===== src/rtl/mc_ctrl_pkg.sv =====
// mc_ctrl_pkg: shared constants for the multi-cycle MIPS main controller.
//   - state_t   : controller states (JR exists only when MC_JR_EN is defined)
//   - OP_* / FUNCT_JR : opcode and funct constants
//   - ALUOP_*, REGDST_*, MTR_*, SRCB_*, PCSRC_* : datapath select encodings
//   - ctrl_t    : packed control vector produced by mc_ctrl_outdec
//   - op_legal(): true for every opcode the core implements
// Optional feature macro: MC_JR_EN (adds the jr instruction).
package mc_ctrl_pkg;

  typedef enum logic [3:0] {
    FETCH,
    DECODE,
    MEM_ADDR,
    MEM_RD,
    MEM_WB,
    MEM_WR,
    R_EXEC,
    R_WB,
    I_EXEC,
    I_WB,
    BRANCH,
    JUMP,
`ifdef MC_JR_EN
    JAL,
    JR
`else
    JAL
`endif
  } state_t;

  localparam logic [5:0] OP_RTYPE = 6'b000000;
  localparam logic [5:0] OP_LW    = 6'b100011;
  localparam logic [5:0] OP_SW    = 6'b101011;
  localparam logic [5:0] OP_BEQ   = 6'b000100;
  localparam logic [5:0] OP_ADDI  = 6'b001000;
  localparam logic [5:0] OP_SLTI  = 6'b001010;
  localparam logic [5:0] OP_J     = 6'b000010;
  localparam logic [5:0] OP_JAL   = 6'b000011;
  localparam logic [5:0] FUNCT_JR = 6'b001000;

  localparam logic [1:0] ALUOP_ADD   = 2'd0;
  localparam logic [1:0] ALUOP_SUB   = 2'd1;
  localparam logic [1:0] ALUOP_FUNCT = 2'd2;
  localparam logic [1:0] ALUOP_SLT   = 2'd3;

  localparam logic [1:0] REGDST_RT = 2'd0;
  localparam logic [1:0] REGDST_RD = 2'd1;
  localparam logic [1:0] REGDST_RA = 2'd2;

  localparam logic [1:0] MTR_ALUOUT = 2'd0;
  localparam logic [1:0] MTR_MDR    = 2'd1;
  localparam logic [1:0] MTR_PC     = 2'd2;

  localparam logic [1:0] SRCB_BREG    = 2'd0;
  localparam logic [1:0] SRCB_FOUR    = 2'd1;
  localparam logic [1:0] SRCB_IMM     = 2'd2;
  localparam logic [1:0] SRCB_IMM_SH2 = 2'd3;

  localparam logic [1:0] PCSRC_ALU    = 2'd0;
  localparam logic [1:0] PCSRC_JUMP   = 2'd1;
  localparam logic [1:0] PCSRC_ALUOUT = 2'd2;
  localparam logic [1:0] PCSRC_AREG   = 2'd3;

  typedef struct packed {
    logic       pc_write;
    logic       pc_cond;
    logic       i_or_d;
    logic       mem_read;
    logic       mem_write;
    logic       ir_write;
    logic       reg_write;
    logic       alu_src_a;
    logic [1:0] reg_dst;
    logic [1:0] mem_to_reg;
    logic [1:0] alu_src_b;
    logic [1:0] alu_op;
    logic [1:0] pc_src;
    logic       instr_done;
    logic       illegal_op;
  } ctrl_t;

  function automatic logic op_legal(input logic [5:0] op);
    case (op)
      OP_RTYPE, OP_LW, OP_SW, OP_BEQ,
      OP_ADDI, OP_SLTI, OP_J, OP_JAL: return 1'b1;
      default:                        return 1'b0;
    endcase
  endfunction

endpackage


===== src/rtl/mc_ctrl_outdec.sv =====
// mc_ctrl_outdec: combinational state -> control vector decoder (Moore outputs).
//   state   in  current controller state
//   is_slti in  I-type flag latched in DECODE (1 = slti, 0 = addi)
//   op_bad  in  current opcode is unsupported; only consulted in DECODE
//   ctrl    out full datapath control vector
// Optional feature macro: MC_JR_EN (JR state decode).
import mc_ctrl_pkg::*;

module mc_ctrl_outdec (
  input  state_t state,
  input  logic   is_slti,
  input  logic   op_bad,
  output ctrl_t  ctrl
);

  always_comb begin
    ctrl = '0;
    case (state)
      FETCH: begin
        ctrl.mem_read  = 1'b1;
        ctrl.ir_write  = 1'b1;
        ctrl.alu_src_b = SRCB_FOUR;
        ctrl.alu_op    = ALUOP_ADD;
        ctrl.pc_src    = PCSRC_ALU;
        ctrl.pc_write  = 1'b1;
      end
      DECODE: begin
        // Branch target precomputed into ALUout; illegal opcodes retire here.
        ctrl.alu_src_b  = SRCB_IMM_SH2;
        ctrl.alu_op     = ALUOP_ADD;
        ctrl.illegal_op = op_bad;
        ctrl.instr_done = op_bad;
      end
      MEM_ADDR: begin
        ctrl.alu_src_a = 1'b1;
        ctrl.alu_src_b = SRCB_IMM;
        ctrl.alu_op    = ALUOP_ADD;
      end
      MEM_RD: begin
        ctrl.mem_read = 1'b1;
        ctrl.i_or_d   = 1'b1;
      end
      MEM_WB: begin
        ctrl.reg_write  = 1'b1;
        ctrl.reg_dst    = REGDST_RT;
        ctrl.mem_to_reg = MTR_MDR;
        ctrl.instr_done = 1'b1;
      end
      MEM_WR: begin
        ctrl.mem_write  = 1'b1;
        ctrl.i_or_d     = 1'b1;
        ctrl.instr_done = 1'b1;
      end
      R_EXEC: begin
        ctrl.alu_src_a = 1'b1;
        ctrl.alu_src_b = SRCB_BREG;
        ctrl.alu_op    = ALUOP_FUNCT;
      end
      R_WB: begin
        ctrl.reg_write  = 1'b1;
        ctrl.reg_dst    = REGDST_RD;
        ctrl.mem_to_reg = MTR_ALUOUT;
        ctrl.instr_done = 1'b1;
      end
      I_EXEC: begin
        ctrl.alu_src_a = 1'b1;
        ctrl.alu_src_b = SRCB_IMM;
        ctrl.alu_op    = is_slti ? ALUOP_SLT : ALUOP_ADD;
      end
      I_WB: begin
        ctrl.reg_write  = 1'b1;
        ctrl.reg_dst    = REGDST_RT;
        ctrl.mem_to_reg = MTR_ALUOUT;
        ctrl.instr_done = 1'b1;
      end
      BRANCH: begin
        ctrl.alu_src_a  = 1'b1;
        ctrl.alu_src_b  = SRCB_BREG;
        ctrl.alu_op     = ALUOP_SUB;
        ctrl.pc_cond    = 1'b1;
        ctrl.pc_src     = PCSRC_ALUOUT;
        ctrl.instr_done = 1'b1;
      end
      JUMP: begin
        ctrl.pc_write   = 1'b1;
        ctrl.pc_src     = PCSRC_JUMP;
        ctrl.instr_done = 1'b1;
      end
      JAL: begin
        // PC already holds PC+4 from FETCH: that is the return address.
        ctrl.reg_write  = 1'b1;
        ctrl.reg_dst    = REGDST_RA;
        ctrl.mem_to_reg = MTR_PC;
        ctrl.pc_write   = 1'b1;
        ctrl.pc_src     = PCSRC_JUMP;
        ctrl.instr_done = 1'b1;
      end
`ifdef MC_JR_EN
      JR: begin
        ctrl.pc_write   = 1'b1;
        ctrl.pc_src     = PCSRC_AREG;
        ctrl.instr_done = 1'b1;
      end
`endif
      default: ctrl = '0;
    endcase
  end

endmodule


===== src/rtl/multicycle_controller.sv =====
// multicycle_controller: Moore main control FSM for the multi-cycle MIPS core.
//   clk, rst      : clock, synchronous active-high reset
//   opCode        : IR[31:26]; only consulted in DECODE
//   funct         : IR[5:0]; present only with MC_JR_EN
//   pcWrite .. PCSrc : datapath enables / selects
//   instrDone     : pulse in the last state of each instruction
//   illegalOp     : pulse in DECODE for an unsupported opcode
// Optional feature macro: MC_JR_EN (jr support, adds funct port and JR state).
import mc_ctrl_pkg::*;

module multicycle_controller (
  input  logic       clk,
  input  logic       rst,
  input  logic [5:0] opCode,
`ifdef MC_JR_EN
  input  logic [5:0] funct,
`endif
  output logic       pcWrite,
  output logic       pcConditional,
  output logic       IorD,
  output logic       memRead,
  output logic       memWrite,
  output logic       IRWrite,
  output logic       regWrite,
  output logic       ALUSrcA,
  output logic [1:0] regDst,
  output logic [1:0] memtoreg,
  output logic [1:0] ALUSrcB,
  output logic [1:0] ALUOp,
  output logic [1:0] PCSrc,
  output logic       instrDone,
  output logic       illegalOp
);

  state_t state, state_next;
  logic   is_slti;   // I-type flavour, captured in DECODE
  logic   is_load;   // lw vs sw, captured in DECODE so MEM_ADDR never reads opCode
  logic   op_bad;
  ctrl_t  ctrl, ctrl_out;

  assign op_bad = !op_legal(opCode);

  // State register and DECODE-time flags
  always_ff @(posedge clk) begin
    if (rst) begin
      state   <= FETCH;
      is_slti <= 1'b0;
      is_load <= 1'b0;
    end else begin
      state <= state_next;
      if (state == DECODE) begin
        is_slti <= (opCode == OP_SLTI);
        is_load <= (opCode == OP_LW);
      end
    end
  end

  // Next-state logic
  always_comb begin
    state_next = FETCH;
    case (state)
      FETCH:  state_next = DECODE;
      DECODE: begin
        case (opCode)
          OP_LW, OP_SW:     state_next = MEM_ADDR;
`ifdef MC_JR_EN
          OP_RTYPE:         state_next = (funct == FUNCT_JR) ? JR : R_EXEC;
`else
          OP_RTYPE:         state_next = R_EXEC;
`endif
          OP_BEQ:           state_next = BRANCH;
          OP_ADDI, OP_SLTI: state_next = I_EXEC;
          OP_J:             state_next = JUMP;
          OP_JAL:           state_next = JAL;
          default:          state_next = FETCH;
        endcase
      end
      MEM_ADDR: state_next = is_load ? MEM_RD : MEM_WR;
      MEM_RD:   state_next = MEM_WB;
      R_EXEC:   state_next = R_WB;
      I_EXEC:   state_next = I_WB;
      default:  state_next = FETCH;  // every terminal state returns to FETCH
    endcase
  end

  // Output decode
  mc_ctrl_outdec u_outdec (
    .state   (state),
    .is_slti (is_slti),
    .op_bad  (op_bad),
    .ctrl    (ctrl)
  );

  // Nothing reaches the datapath while reset is held, even mid-instruction.
  assign ctrl_out = rst ? '0 : ctrl;

  assign pcWrite       = ctrl_out.pc_write;
  assign pcConditional = ctrl_out.pc_cond;
  assign IorD          = ctrl_out.i_or_d;
  assign memRead       = ctrl_out.mem_read;
  assign memWrite      = ctrl_out.mem_write;
  assign IRWrite       = ctrl_out.ir_write;
  assign regWrite      = ctrl_out.reg_write;
  assign ALUSrcA       = ctrl_out.alu_src_a;
  assign regDst        = ctrl_out.reg_dst;
  assign memtoreg      = ctrl_out.mem_to_reg;
  assign ALUSrcB       = ctrl_out.alu_src_b;
  assign ALUOp         = ctrl_out.alu_op;
  assign PCSrc         = ctrl_out.pc_src;
  assign instrDone     = ctrl_out.instr_done;
  assign illegalOp     = ctrl_out.illegal_op;

endmodule


===== config.mk =====
export PLATFORM = sky130hd
export DESIGN_NAME = multicycle_controller
export DESIGN_NICKNAME = d
export VERILOG_FILES = /design/src/rtl/mc_ctrl_pkg.sv /design/src/rtl/mc_ctrl_outdec.sv /design/src/rtl/multicycle_controller.sv
export SDC_FILE = /design/constraint.sdc
export NUM_CORES = 1
export LEC_CHECK = 0
export CORE_MARGIN = 3
export CORE_UTILIZATION = 46
export DETAILED_ROUTE_END_ITERATION = 8
export HOLD_SLACK_MARGIN = 0.03
export MAX_ROUTING_LAYER = met4
export PLACE_DENSITY = 0.84
export SLEW_MARGIN = 20
export SYNTH_ARGS = -nofsm -noshare
export SYNTH_HDL_FRONTEND = slang
export SYNTH_SLANG_ARGS = --single-unit

===== constraint.sdc =====
create_clock -name clk -period 2.2 [get_ports clk]
set_input_delay 0.22 -clock clk [delete_from_list [all_inputs] [get_ports clk]]
set_output_delay 0.22 -clock clk [all_outputs]
set_load 0.05 [all_outputs]

==> Implementation_results.wiki <==
{| class="wikitable"
! Metric !! Value
|-
| Insertion delay of the later-clocked pin in the worst-skew pair || 0.24 ns
|-
| Root buffer cell || sky130_fd_sc_hd__clkbuf_4
|-
| Switching fraction of total power || 0.427
|-
| Number of vias after detailed routing || 1025
|-
| Gpl congestion || 0.785
|-
| Worst hold margin || 0.480 ns
|-
| Post CTS Setup Buffer Count || 0
|-
| Total standard cell area after synthesis || 724 sq um
|-
| Sinks on the clock net || 6
|-
| Design internal power || 0.311 mW
|-
| Floorplan die area || 0.00209 sq mm
|-
| Routed length per instance || 19.6 um
|-
| YS warnings || 0
|-
| Max Slew Vio Count || 0
|-
| Total GRT Usage || 0.323
|-
| Area used by sequential logic in the layout || 123 sq um
|-
| Mapped Cells || 111
|-
| Quantity of I/O buffers inserted on ports || 27
|-
| Area added between synthesis and finish || 75.5%
|-
| Rows || 13
|-
| Count of filler cells inserted in the layout || 50
|-
| Number of buffers created by CTS || 3
|-
| Layout cell share with drive strength beyond 1 || 0.331
|-
| Crit. End Element || output port
|-
| Setup repair after global routing missed its margin || no
|-
| WP data required || 1.98 ns
|-
| Detailed-router iteration count before antenna repair || 5
|-
| Vert. Die Dim || 45.7 um
|-
| Leakage power || 0.468 nW
|-
| Portion of total power attributed to sequential cells || 0.246
|-
| Number of distinct library cell variants in the gate-level netlist after synthesis || 38
|-
| Core ar. || 0.00138 sq mm
|-
| Hold-fix buffers, CTS || 0
|-
| Power per standard cell area || 428 mW/mm^2
|-
| Number of buffers on the longest clock path || 2
|-
| Overall power after layout || 0.544 mW
|-
| Combinational fraction of design power || 0.566
|-
| Via count of the first global-routing pass || 1017
|-
| Ports placed on the boundary || 28
|-
| Internal reg-to-reg setup slack || 0.50 ns
|-
| Net switching power figure || 0.232 mW
|-
| Cell taking the most area after synthesis || sky130_fd_sc_hd__dfxtp_1
|-
| Antenna violations before repair || 0
|-
| Vias per Instance || 6.66
|-
| Met2 Resource Use GR || 0.560
|-
| Flip-flop and latch count after synthesis || 6
|-
| Clock share of power || 0.188
|-
| Max frequency || 475 MHz
|-
| Total of max-cap violations || 0
|-
| Largest driver fanout on the critical path || 3
|-
| Clock Pin Slew Worst Setup and Hold Paths || 0.05 ns
|-
| Leading cell types in the layout, fill and taps excluded || sky130_fd_sc_hd__nor2_1 (20), sky130_fd_sc_hd__buf_12 (19), sky130_fd_sc_hd__a21oi_1 (12), sky130_fd_sc_hd__buf_4 (11), sky130_fd_sc_hd__nand2_1 (9)
|-
| CTS tree || built
|-
| Die width || 45.7 um
|-
| Count of H-tree levels built during CTS || 1
|-
| Remaining Overflow, GRT || 0
|-
| Clock skew || 0.00518 ns
|-
| Routed wire length || 3.02 mm
|-
| Nature of the critical path startpoint || input port
|-
| Net count of the mapped netlist || 119
|-
| Crit Path Class || in -> out
|-
| Final net count || 149
|-
| Mean post-synth cell area || 6.53 sq um
|-
| Grt met1 use || 0.367
|-
| Cell types occupying the most area after synthesis || sky130_fd_sc_hd__dfxtp_1 (17%), sky130_fd_sc_hd__nor2_1 (10%), sky130_fd_sc_hd__a21oi_1 (8.3%), sky130_fd_sc_hd__nand2b_1 (6.0%), sky130_fd_sc_hd__o21ai_0 (5.5%)
|-
| Share of the synthesized area in the top cell type || 0.166
|-
| Global-route wire length before repair || 4.76 mm
|-
| Final HPWL from detailed placement || 2.34 mm
|-
| Sequential area share after synthesis || 0.166
|-
| Commonest non-fill, non-tap cell in the layout || sky130_fd_sc_hd__nor2_1
|-
| Pin count of the biggest net entering global routing || 18
|-
| GR Util met3 || 0.0158
|-
| Worst IR Drop VDD || 0.316 mV
|-
| Run status || finished, final reports clean
|-
| Worst-case headroom to the max-slew limit || 0.668
|-
| Footprint of the multi-input gates || 571 sq um
|-
| Data arrival at the endpoint of the critical path || 1.89 ns
|-
| Slew at the pin closest to its max-slew limit || 0.497 ns
|-
| Starting utilization of the core area || 0.524
|-
| Final ANT Viol Nets || 0
|-
| Final hold viol count || 0
|-
| Antenna diode instance count || 0
|-
| Remaining routing DRC violations || 0
|-
| Post-route fraction of the period consumed by the critical path || 0.957
|-
| Total of endpoints with negative setup slack in the final report || 0
|-
| Number of DRC markers in iteration 0 || 77
|-
| Minimum clock period || 2.11 ns
|-
| Most Used Layer, Global Route || met2
|-
| Classification of the worst-slack hold path || reg -> reg
|}
==> layer usage <==
layer	vias up	routed length (um)	share of wire
met5	-	0	0
met4	0	157	0.052
met3	26	230	0.076
met2	82	1580	0.52
li1	454	-	-
met1	463	1050	0.35
==> power groups by stage <==
stage | registers [mW] | clock network (mW) | logic, mW
floorplan | 0.118 | 0 | 0.186
detailed placement | 0.134 | 0 | 0.301
global route | 0.134 | 0.117 | 0.319
CTS | 0.132 | 0.105 | 0.303
finish | 0.134 | 0.102 | 0.308
global placement | 0.131 | 0 | 0.286
==> worst max-delay path: stages <==
cell                              delay, ns
sky130_fd_sc_hd__clkdlybuf4s50_1       0.51
sky130_fd_sc_hd__nand2b_1              0.07
sky130_fd_sc_hd__a211o_1               0.32
sky130_fd_sc_hd__a2111oi_2             0.47
sky130_fd_sc_hd__a211oi_2              0.07
sky130_fd_sc_hd__buf_4                 0.21
==> logic make-up (layout without fill, tap and decap cells) <==
| group | count (synthesis) | in the layout | synth area share |
|---|---|---|---|
| AOI/OAI and AO/OA | 31 | 31 | 0.256 |
| muxes | 1 | 1 | 0.0155 |
| DFF | 6 | 6 | 0.166 |
| and+or+nand+nor | 58 | 58 | 0.439 |
| xor gates and xnor gates | 2 | 2 | 0.0242 |
| buffers and inverters | 13 | 41 | 0.100 |
==> registers in the layout (all words and copies together) (netlist names) <==
signal and cells:
is_slti 1, is_load 1, state 4
==> path summary, 6_finish.rpt <==
path	start	end	cells past startpoint
worst max-delay path	opCode[1]	instrDone	6
worst min-delay path	is_slti$_SDFFE_PP0P_	is_slti$_SDFFE_PP0P_	2
worst max register to register	state[0]$_SDFF_PP0_	state[3]$_SDFF_PP0_	4
worst min register to register	is_slti$_SDFFE_PP0P_	is_slti$_SDFFE_PP0P_	2
==> synthesized netlist by cell type (all sizes together) <==
| cell | n |
|---|---|
| and4b | 1 |
| buf | 6 |
| and3b | 1 |
| nand2 | 9 |
| dfxtp | 6 |
| or2 | 1 |
| nand3 | 1 |
| inv | 1 |
| a21boi | 2 |
| or4 | 1 |
| a21oi | 12 |
| or4b | 1 |
| o32ai | 1 |
| o21ai | 9 |
| nor2 | 20 |
| a31oi | 2 |
| and2 | 1 |
| clkbuf | 6 |
| nand3b | 1 |
| a211oi | 1 |
| a211o | 1 |
| nor4b | 2 |
| nor3b | 1 |
| nor3 | 6 |
| nand2b | 7 |
| nor4 | 2 |
| xor2 | 2 |
| a2111oi | 3 |
| or3b | 1 |
| mux2 | 1 |
| and3 | 1 |
| nand4bb | 1 |
==> per-stage QoR <==
| step | setup slack (ns) | setup TNS [ns] | util | std cells | cell area, sq um |
|---|---|---|---|---|---|
| after floorplan | -0.0196 | -0.0388 | - | 111 | 757 |
| after global placement | 0.137 | 0 | 0.897 | 151 | 1240 |
| after detailed placement | -0.239 | -0.239 | 0.897 | 151 | 1240 |
| after CTS | 0.0358 | 0 | 0.918 | 154 | 1270 |
| after global routing | 0.0252 | 0 | 0.919 | 154 | 1270 |
| final | 0.0935 | 0 | 0.919 | 154 | 1270 |
==> cell type report <==
type | count | area share
tap | 15 | 0.0148
multi-input combinational | 92 | 0.449
sequential | 6 | 0.0965
clock buffer | 3 | 0.0177
inverter | 1 | 0.00295
timing repair buffer | 37 | 0.419
==> what timing repair did <==
action | 4_1_cts | 5_1_grt
setup endpoints to repair | 1 | 4
hold endpoints to repair | 0 | 0
pin swaps | 0 | 1
gates resized for setup | 2 | 2
No activity file was read; power rests on OpenSTA's default activity.
